==> src/rtl/systolic_sched_if.sv <==
// Host-side bundle of the systolic sequencer:
// operand write port, run control and result stream.
interface systolic_sched_if #(
   parameter int DW = 32,
   parameter int RW = 64
);
   logic          ld_valid;
   logic          ld_ready;
   logic          ld_sel;
   logic [3:0]    ld_addr;
   logic [DW-1:0] ld_data;
   logic          start;
   logic          busy;
   logic          done;
   logic          res_valid;
   logic          res_ready;
   logic [3:0]    res_idx;
   logic [RW-1:0] res_data;

   modport master (
      output ld_valid, ld_sel, ld_addr, ld_data,
      output start, res_ready,
      input  ld_ready, busy, done,
      input  res_valid, res_idx, res_data
   );

   modport slave (
      input  ld_valid, ld_sel, ld_addr, ld_data,
      input  start, res_ready,
      output ld_ready, busy, done,
      output res_valid, res_idx, res_data
   );
endinterface

==> src/rtl/systolic_sched.sv <==
// Sequencer for the 4x4 systolic array: buffers A/B, clears,
// feeds skewed operands for one run, then streams 16 results.
module systolic_sched #(
   parameter int DW = 32,
   parameter int RW = 64,
   parameter int N  = 4
) (
   input  logic                clk,
   input  logic                rst,
   systolic_sched_if.slave     host,
   output logic                sa_clr,
   output logic                sa_cs,
   output logic [4*DW-1:0]     sa_west,
   output logic [4*DW-1:0]     sa_north,
   input  logic [16*RW-1:0]    sa_result
);

   localparam int FEED_CYC = 3*N - 2;

   typedef enum logic [1:0] {
      IDLE,
      CLEAR,
      FEED,
      DRAIN
   } state_t;

   state_t        state;
   state_t        state_nx;
   logic [3:0]    t;
   logic [3:0]    t_nx;
   logic [3:0]    k;
   logic [3:0]    k_nx;
   logic          done_q;
   logic          done_nx;
   logic          fload;
   logic [3:0]    ft;
   logic [DW-1:0] a_buf [16];
   logic [DW-1:0] b_buf [16];
   logic [DW-1:0] w_q   [4];
   logic [DW-1:0] n_q   [4];
   logic [DW-1:0] w_nx  [4];
   logic [DW-1:0] n_nx  [4];

   always_comb begin
      state_nx = state;
      t_nx     = t;
      k_nx     = k;
      done_nx  = 1'b0;
      fload    = 1'b0;
      ft       = t;
      unique case (state)
         IDLE: begin
            if (host.start) state_nx = CLEAR;
         end
         CLEAR: begin
            state_nx = FEED;
            t_nx     = 4'd0;
            fload    = 1'b1;
            ft       = 4'd0;
         end
         FEED: begin
            if (t == 4'(FEED_CYC-1)) begin
               state_nx = DRAIN;
               t_nx     = 4'd0;
               k_nx     = 4'd0;
            end else begin
               t_nx  = t + 4'd1;
               fload = 1'b1;
               ft    = t + 4'd1;
            end
         end
         DRAIN: begin
            if (host.res_ready) begin
               if (k == 4'd15) begin
                  state_nx = IDLE;
                  k_nx     = 4'd0;
                  done_nx  = 1'b1;
               end else begin
                  k_nx = k + 4'd1;
               end
            end
         end
         default: state_nx = IDLE;
      endcase
   end

   // Skew: row i / column j lag by i / j cycles.
   always_comb begin
      for (int i = 0; i < 4; i++) begin
         w_nx[i] = '0;
         n_nx[i] = '0;
         if (fload && ft >= 4'(i) && (ft - 4'(i)) < 4'd4) begin
            w_nx[i] = a_buf[{2'(i), 2'(ft - 4'(i))}];
            n_nx[i] = b_buf[{2'(ft - 4'(i)), 2'(i)}];
         end
      end
   end

   always_ff @(posedge clk) begin
      if (rst) begin
         state  <= IDLE;
         t      <= 4'd0;
         k      <= 4'd0;
         done_q <= 1'b0;
         for (int i = 0; i < 4; i++) begin
            w_q[i] <= '0;
            n_q[i] <= '0;
         end
         for (int q = 0; q < 16; q++) begin
            a_buf[q] <= '0;
            b_buf[q] <= '0;
         end
      end else begin
         state  <= state_nx;
         t      <= t_nx;
         k      <= k_nx;
         done_q <= done_nx;
         for (int i = 0; i < 4; i++) begin
            w_q[i] <= w_nx[i];
            n_q[i] <= n_nx[i];
         end
         if (state == IDLE && host.ld_valid) begin
            if (host.ld_sel) b_buf[host.ld_addr] <= host.ld_data;
            else             a_buf[host.ld_addr] <= host.ld_data;
         end
      end
   end

   always_comb begin
      sa_west  = '0;
      sa_north = '0;
      for (int i = 0; i < 4; i++) begin
         sa_west[i*DW +: DW]  = w_q[i];
         sa_north[i*DW +: DW] = n_q[i];
      end
   end

   assign sa_clr         = (state == CLEAR);
   assign sa_cs          = (state == FEED);
   assign host.ld_ready  = (state == IDLE);
   assign host.busy      = (state != IDLE);
   assign host.done      = done_q;
   assign host.res_valid = (state == DRAIN);
   assign host.res_idx   = k;
   assign host.res_data  = host.res_valid
                         ? sa_result[32'(k)*RW +: RW]
                         : '0;

endmodule

==> src/flat_wrapper.sv <==
// flat-port wrapper written by rule: the top's interface ports become plain ports
module systolic_sched_flat 
#(
   parameter int DW = 32,
   parameter int RW = 64,
   parameter int N  = 4
)
  (clk, rst, sa_clr, sa_cs, sa_west, sa_north, sa_result, host_ld_valid, host_ld_sel, host_ld_addr, host_ld_data, host_start, host_res_ready, host_ld_ready, host_busy, host_done, host_res_valid, host_res_idx, host_res_data);
  systolic_sched_if #(.DW(DW), .RW(RW)) host_i ();
  input  logic clk;
  input  logic rst;
  output logic sa_clr;
  output logic sa_cs;
  output logic [4*DW-1:0] sa_west;
  output logic [4*DW-1:0] sa_north;
  input  logic [16*RW-1:0] sa_result;
  input wire logic [$bits(host_i.ld_valid)-1:0] host_ld_valid;
  input wire logic [$bits(host_i.ld_sel)-1:0] host_ld_sel;
  input wire logic [$bits(host_i.ld_addr)-1:0] host_ld_addr;
  input wire logic [$bits(host_i.ld_data)-1:0] host_ld_data;
  input wire logic [$bits(host_i.start)-1:0] host_start;
  input wire logic [$bits(host_i.res_ready)-1:0] host_res_ready;
  output wire logic [$bits(host_i.ld_ready)-1:0] host_ld_ready;
  output wire logic [$bits(host_i.busy)-1:0] host_busy;
  output wire logic [$bits(host_i.done)-1:0] host_done;
  output wire logic [$bits(host_i.res_valid)-1:0] host_res_valid;
  output wire logic [$bits(host_i.res_idx)-1:0] host_res_idx;
  output wire logic [$bits(host_i.res_data)-1:0] host_res_data;
  assign host_i.ld_valid = host_ld_valid;
  assign host_i.ld_sel = host_ld_sel;
  assign host_i.ld_addr = host_ld_addr;
  assign host_i.ld_data = host_ld_data;
  assign host_i.start = host_start;
  assign host_i.res_ready = host_res_ready;
  assign host_ld_ready = host_i.ld_ready;
  assign host_busy = host_i.busy;
  assign host_done = host_i.done;
  assign host_res_valid = host_i.res_valid;
  assign host_res_idx = host_i.res_idx;
  assign host_res_data = host_i.res_data;
  systolic_sched #(.DW(DW), .RW(RW), .N(N)) u_core (.clk(clk), .rst(rst), .host(host_i), .sa_clr(sa_clr), .sa_cs(sa_cs), .sa_west(sa_west), .sa_north(sa_north), .sa_result(sa_result));
endmodule
==> config.mk <==
export PLATFORM = sky130hd
export DESIGN_NAME = systolic_sched_flat
export DESIGN_NICKNAME = d
export VERILOG_FILES = /design/src/rtl/systolic_sched_if.sv /design/src/rtl/systolic_sched.sv /design/src/flat_wrapper.sv
export SDC_FILE = /design/constraint.sdc
export NUM_CORES = 2
export LEC_CHECK = 0
export BUFFER_PORTS_ARGS = -buffer_cell sky130_fd_sc_hd__buf_2
export CAP_MARGIN = 25
export CORE_AREA = 4 4 542 544
export DETAILED_ROUTE_END_ITERATION = 16
export DIE_AREA = 0 0 546 548
export PLACE_DENSITY_LB_ADDON = 0.3
export SLEW_MARGIN = 20
export SYNTH_ARGS = -nofsm -noshare
export SYNTH_HDL_FRONTEND = slang
export SYNTH_SLANG_ARGS = --single-unit
==> constraint.sdc <==
create_clock -name clk -period 4.3 [get_ports clk]
set_input_delay 0.215 -clock clk [delete_from_list [all_inputs] [get_ports clk]]
set_output_delay 0.215 -clock clk [all_outputs]
set_load 0.03 [all_outputs]
==> flow_results.xml <==
<?xml version="1.0" encoding="UTF-8"?>
<metrics>
  <group name="logic_synthesis">
    <metric name="synth.cell_area" unit="µm²">60600</metric>
    <metric name="ys.warnings.count" unit="">0</metric>
    <metric name="syn_nets" unit="">4942</metric>
    <metric name="post_synth_num_cell_types" unit="">47</metric>
    <metric name="yosys_register_bits" unit="">1291</metric>
    <metric name="dominantRegCellSynth" unit="">edfxtp_1</metric>
    <metric name="synth.largest_area_cell" unit="">edfxtp_1</metric>
    <metric name="post_synthesis_mean_instance_area" unit="µm²">15.7</metric>
    <metric name="asr_flop_ratio_synth" unit="%">0</metric>
    <metric name="netlist_instances" unit="">3862</metric>
    <metric name="ys_seq_area_share" unit="%">59.5</metric>
    <metric name="synth_area_leaders" unit="">edfxtp_1, mux4_2, and2_1, dfxtp_1, clkbuf_1</metric>
    <metric name="synth_enable_flop_cells" unit="">1024</metric>
    <metric name="area_share_of_the_largest_cell_type_after_synthesis" unit="%">50.7</metric>
  </group>
  <group name="placement">
    <metric name="post-dp-hpwl" unit="mm">322</metric>
    <metric name="place_congestion" unit="">1.09</metric>
    <metric name="place.detailed.instances" unit="">8753</metric>
    <metric name="count_of_buffers_inserted_at_the_top_level_ports" unit="">1395</metric>
  </group>
  <group name="power">
    <metric name="power.leakage" unit="µW">0.0291</metric>
    <metric name="comb_power_share" unit="%">16.3</metric>
    <metric name="seq_power_share" unit="%">44.6</metric>
    <metric name="internal_power" unit="µW">23100</metric>
    <metric name="clockPowerShare" unit="%">39.0</metric>
    <metric name="switching_share" unit="%">26.9</metric>
    <metric name="total_power_divided_by_cell_area" unit="nW/µm²">405</metric>
    <metric name="worst_ir_drop_vdd" unit="mV">0.336</metric>
    <metric name="power.net_switching" unit="µW">8480</metric>
  </group>
  <group name="route">
    <metric name="drt_pre_antenna_iters" unit="">6</metric>
    <metric name="detail-route-antenna-nets" unit="">0</metric>
    <metric name="dr.max_layer_used" unit="">met5</metric>
    <metric name="drt-initial-drc-count" unit="">4805</metric>
    <metric name="drc" unit="">0</metric>
    <metric name="total_wirelength_of_the_detailed_routed_design" unit="mm">403</metric>
    <metric name="wl_met1" unit="mm">153</metric>
    <metric name="post_drt_wl_per_cell" unit="µm">42.6</metric>
    <metric name="met3RoutedLength" unit="mm">38.4</metric>
    <metric name="avgViaCountPerCell" unit="">4.64</metric>
    <metric name="met2WireLength" unit="mm">193</metric>
    <metric name="num_vias" unit="">43778</metric>
  </group>
  <group name="sta">
    <metric name="portion_of_the_clock_cycle_consumed_by_the_worst_path_in_the_final_layout" unit="%">92.5</metric>
    <metric name="finalWorstPathRequiredPeriod" unit="ns">3.98</metric>
    <metric name="setup_viol" unit="">0</metric>
    <metric name="max_slew.worst_pin.slew" unit="ns">1.08</metric>
    <metric name="timing.max_slew.rel_slack" unit="%">27.7</metric>
    <metric name="maxClockFrequency" unit="GHz">0.251</metric>
    <metric name="tns" unit="ns">0</metric>
    <metric name="drv_slew" unit="">0</metric>
    <metric name="hold_violations" unit="">0</metric>
    <metric name="finalClockSkew" unit="ns">0.0386</metric>
    <metric name="rsz0062_at_grt" unit="">false</metric>
  </group>
  <group name="final_layout">
    <metric name="n_fill_cell" unit="">29930</metric>
    <metric name="drive_gt1_share" unit="%">45.1</metric>
    <metric name="layout.nets" unit="">6179</metric>
    <metric name="syn_to_final_growth" unit="%">28.4</metric>
    <metric name="final_core_util" unit="%">26.9</metric>
    <metric name="layoutNonFillerInstCount" unit="">9443</metric>
    <metric name="multi_input_comb_area" unit="µm²">23100</metric>
    <metric name="layout.area.seq" unit="µm²">36100</metric>
  </group>
  <group name="cts">
    <metric name="ctsRootBufferMaster" unit="">clkbuf_16</metric>
    <metric name="cts.repair.resized" unit="">0</metric>
    <metric name="cts.hold.buffers_added" unit="">1</metric>
    <metric name="tritoncts_num_sinks" unit="">1291</metric>
    <metric name="cts-htree-levels" unit="">4</metric>
    <metric name="clk_latency" unit="ns">0.77</metric>
    <metric name="cts_post_setup_buffers_inserted" unit="">0</metric>
    <metric name="total_clock_buffers_created_by_cts" unit="">137</metric>
    <metric name="cts_max_path_buffers" unit="">3</metric>
    <metric name="tritoncts" unit="">done</metric>
    <metric name="clock_input_transition_at_the_sequential_cells_of_the_worst_setup_and_hold_paths" unit="ns">0.06</metric>
  </group>
  <group name="setup_path">
    <metric name="critPathMaxStageDelay" unit="ns">0.78</metric>
    <metric name="crit_family" unit="">multiplexers</metric>
    <metric name="reg2reg_to" unit="">u_core.w_q[2][22]</metric>
    <metric name="cp_data_required_time" unit="ns">4.09</metric>
    <metric name="arrival_time_at_the_worst_endpoint" unit="ns">3.76</metric>
    <metric name="critPathCaptureType" unit="">output pin</metric>
    <metric name="timing.critical_path.slowest_stage_cell" unit="">mux4_2</metric>
    <metric name="cp_num_buf_inv" unit="">2</metric>
    <metric name="cp_cell_sequence" unit="">buf_12, mux4_2, mux4_2, and2_1, buf_2</metric>
    <metric name="regToRegSetupSlack" unit="ns">0.81</metric>
    <metric name="rr_startpoint" unit="">u_core.state[0]</metric>
    <metric name="timing.setup.critical_path_class" unit="">reg2out</metric>
    <metric name="highest_net_fanout_along_the_worst_path" unit="">83</metric>
    <metric name="ff2ff_path_depth" unit="">9</metric>
    <metric name="path_common_cell" unit="">mux4_2</metric>
    <metric name="startpoint_class" unit="">register</metric>
  </group>
  <group name="floorplanning">
    <metric name="chipWidth" unit="µm">546</metric>
    <metric name="coreArea" unit="µm²">290000</metric>
    <metric name="initial_utilization" unit="%">20.9</metric>
    <metric name="top_level_ports" unit="">1396</metric>
    <metric name="floorplan.die_area" unit="µm²">299000</metric>
    <metric name="row_count" unit="">198</metric>
    <metric name="die_height" unit="µm">548</metric>
  </group>
  <group name="hold_path">
    <metric name="hold_start" unit="">rst</metric>
    <metric name="worst_hold_path.endpoint" unit="">u_core.host.res_idx[2]</metric>
    <metric name="whs_path_depth" unit="">3</metric>
    <metric name="min-delay-path-class" unit="">in2reg</metric>
  </group>
  <group name="global_routing">
    <metric name="overflow" unit="">0</metric>
    <metric name="grt_start_max_net_pins" unit="">112</metric>
    <metric name="track_usage" unit="%">26.0</metric>
    <metric name="antenna_found_initial" unit="">460</metric>
    <metric name="first_global_vias" unit="">42326</metric>
    <metric name="grt_pass1_wl" unit="mm">497</metric>
  </group>
  <group name="run">
    <metric name="max_cap_violations" unit="">0</metric>
  </group>
  <group name="status">
    <metric name="status" unit="">completed</metric>
  </group>
</metrics>
==> power groups by stage <==
stage               combinational, µW  sequential [µW]  clock (µW)
floorplan                        2730            14300           0
finish                           5150            14100       12300
detailed placement               5210            14300           0
global route                     5400            14100       13000
global placement                 5190            14300           0
CTS                              5220            14100       12600
==> cells in the mapped netlist, types with 2 or more instances <==
cell type	instances
ha_1	14
clkbuf_1	284
nor3_1	10
nand4_1	2
nor2b_1	67
nor4bb_1	2
inv_1	12
and2_1	1090
buf_4	3
and3_1	3
a211o_1	2
buf_6	8
buf_2	77
or2_2	32
nand4b_1	2
a211oi_1	2
dfxtp_1	267
o21ai_0	5
a21oi_1	72
buf_1	22
edfxtp_1	1024
nand2_1	79
mux4_2	576
nor3b_1	129
o211ai_1	2
nand3_1	11
nor2_1	37
nand2b_1	7
or4_1	3
==> metal layers <==
| metal | global-route usage [%] | vias up |
|---|---|---|
| li1 | - | 17416 |
| met1 | 31.0 | 22879 |
| met2 | 43.0 | 2566 |
| met5 | 0 | - |
| met3 | 9.05 | 811 |
| met4 | 10.2 | 106 |
==> sequential cells by signal, indices dropped and copies added, names as in the netlist <==
register	cells
u_core.host.res_idx	4
u_core.t	4
u_core.a_buf	512
u_core.state	2
u_core.b_buf	512
u_core.w_q	128
u_core.host.done	1
u_core.n_q	128
==> cell usage in the layout, fill, tap and decap left out, drive strengths merged, types with 14 or more instances in the layout <==
cell    netlist  layout
and2       1090    1090
nor3b       129     129
nor2         37      37
edfxtp     1024    1024
diode         0     428
a21oi        72      72
clkinv        0      39
mux4        576     576
clkbuf      284     193
nand2        79      79
dfxtp       267     267
nor2b        67      67
inv          13      19
or2          32      32
ha           14      14
buf         110    1491
==> how the worst max path moves through the flow <==
stage / from / cells after the start / endpoint / slack, ns
global placement: host_ld_addr[1] / 6 / u_core.a_buf[13][22] / 0.79
finish: u_core.host.res_idx[0] / 5 / host_res_data[37] / 0.32
CTS: u_core.host.res_idx[0] / 5 / host_res_data[37] / 0.22
detailed placement: host_ld_addr[1] / 6 / u_core.a_buf[13][21] / 0.72
floorplan: u_core.state[0] / 15 / u_core.n_q[3][10] / 0.91
global route: u_core.host.res_idx[0] / 5 / host_res_data[37] / 0.17
==> stage by stage <==
step / setup WS (ns) / hold WS, ns / power [µW] / instance area, µm²
final: 0.323 / 0.131 / 31500 / 77800
after global routing: 0.175 / 0.112 / 32600 / 77400
after CTS: 0.224 / 0.0561 / 31900 / 76600
after detailed placement: 0.723 / 0.529 / 19600 / 72000
after global placement: 0.795 / 0.528 / 19500 / 71900
after floorplan: 0.906 / 0.359 / 17100 / 60600
==> tightest hold or removal path, stage by stage <==
cell,delay [ns]
buf_2,0.14
buf_4,0.30
nor2_1,0.16
==> cells by family after synthesis <==
logic type                 share of synthesized area (%)
muxes                                               21.4
buffers and inverters                               2.80
adders and majority gates                          0.289
and+or+nand+nor                                     15.1
DFF                                                 59.5
AOI/OAI and AO/OA                                  0.855
==> cell type report <==
type,instances,area share [%]
antenna,428,1.38
clock inverter,62,0.958
multi-input combinational,2164,29.6
sequential,1291,46.4
timing repair buffer,1492,10.5
inverter,13,0.0788
clock buffer,193,4.99
tap,3800,6.11
Note: power is estimated with default switching activity, not from simulation.
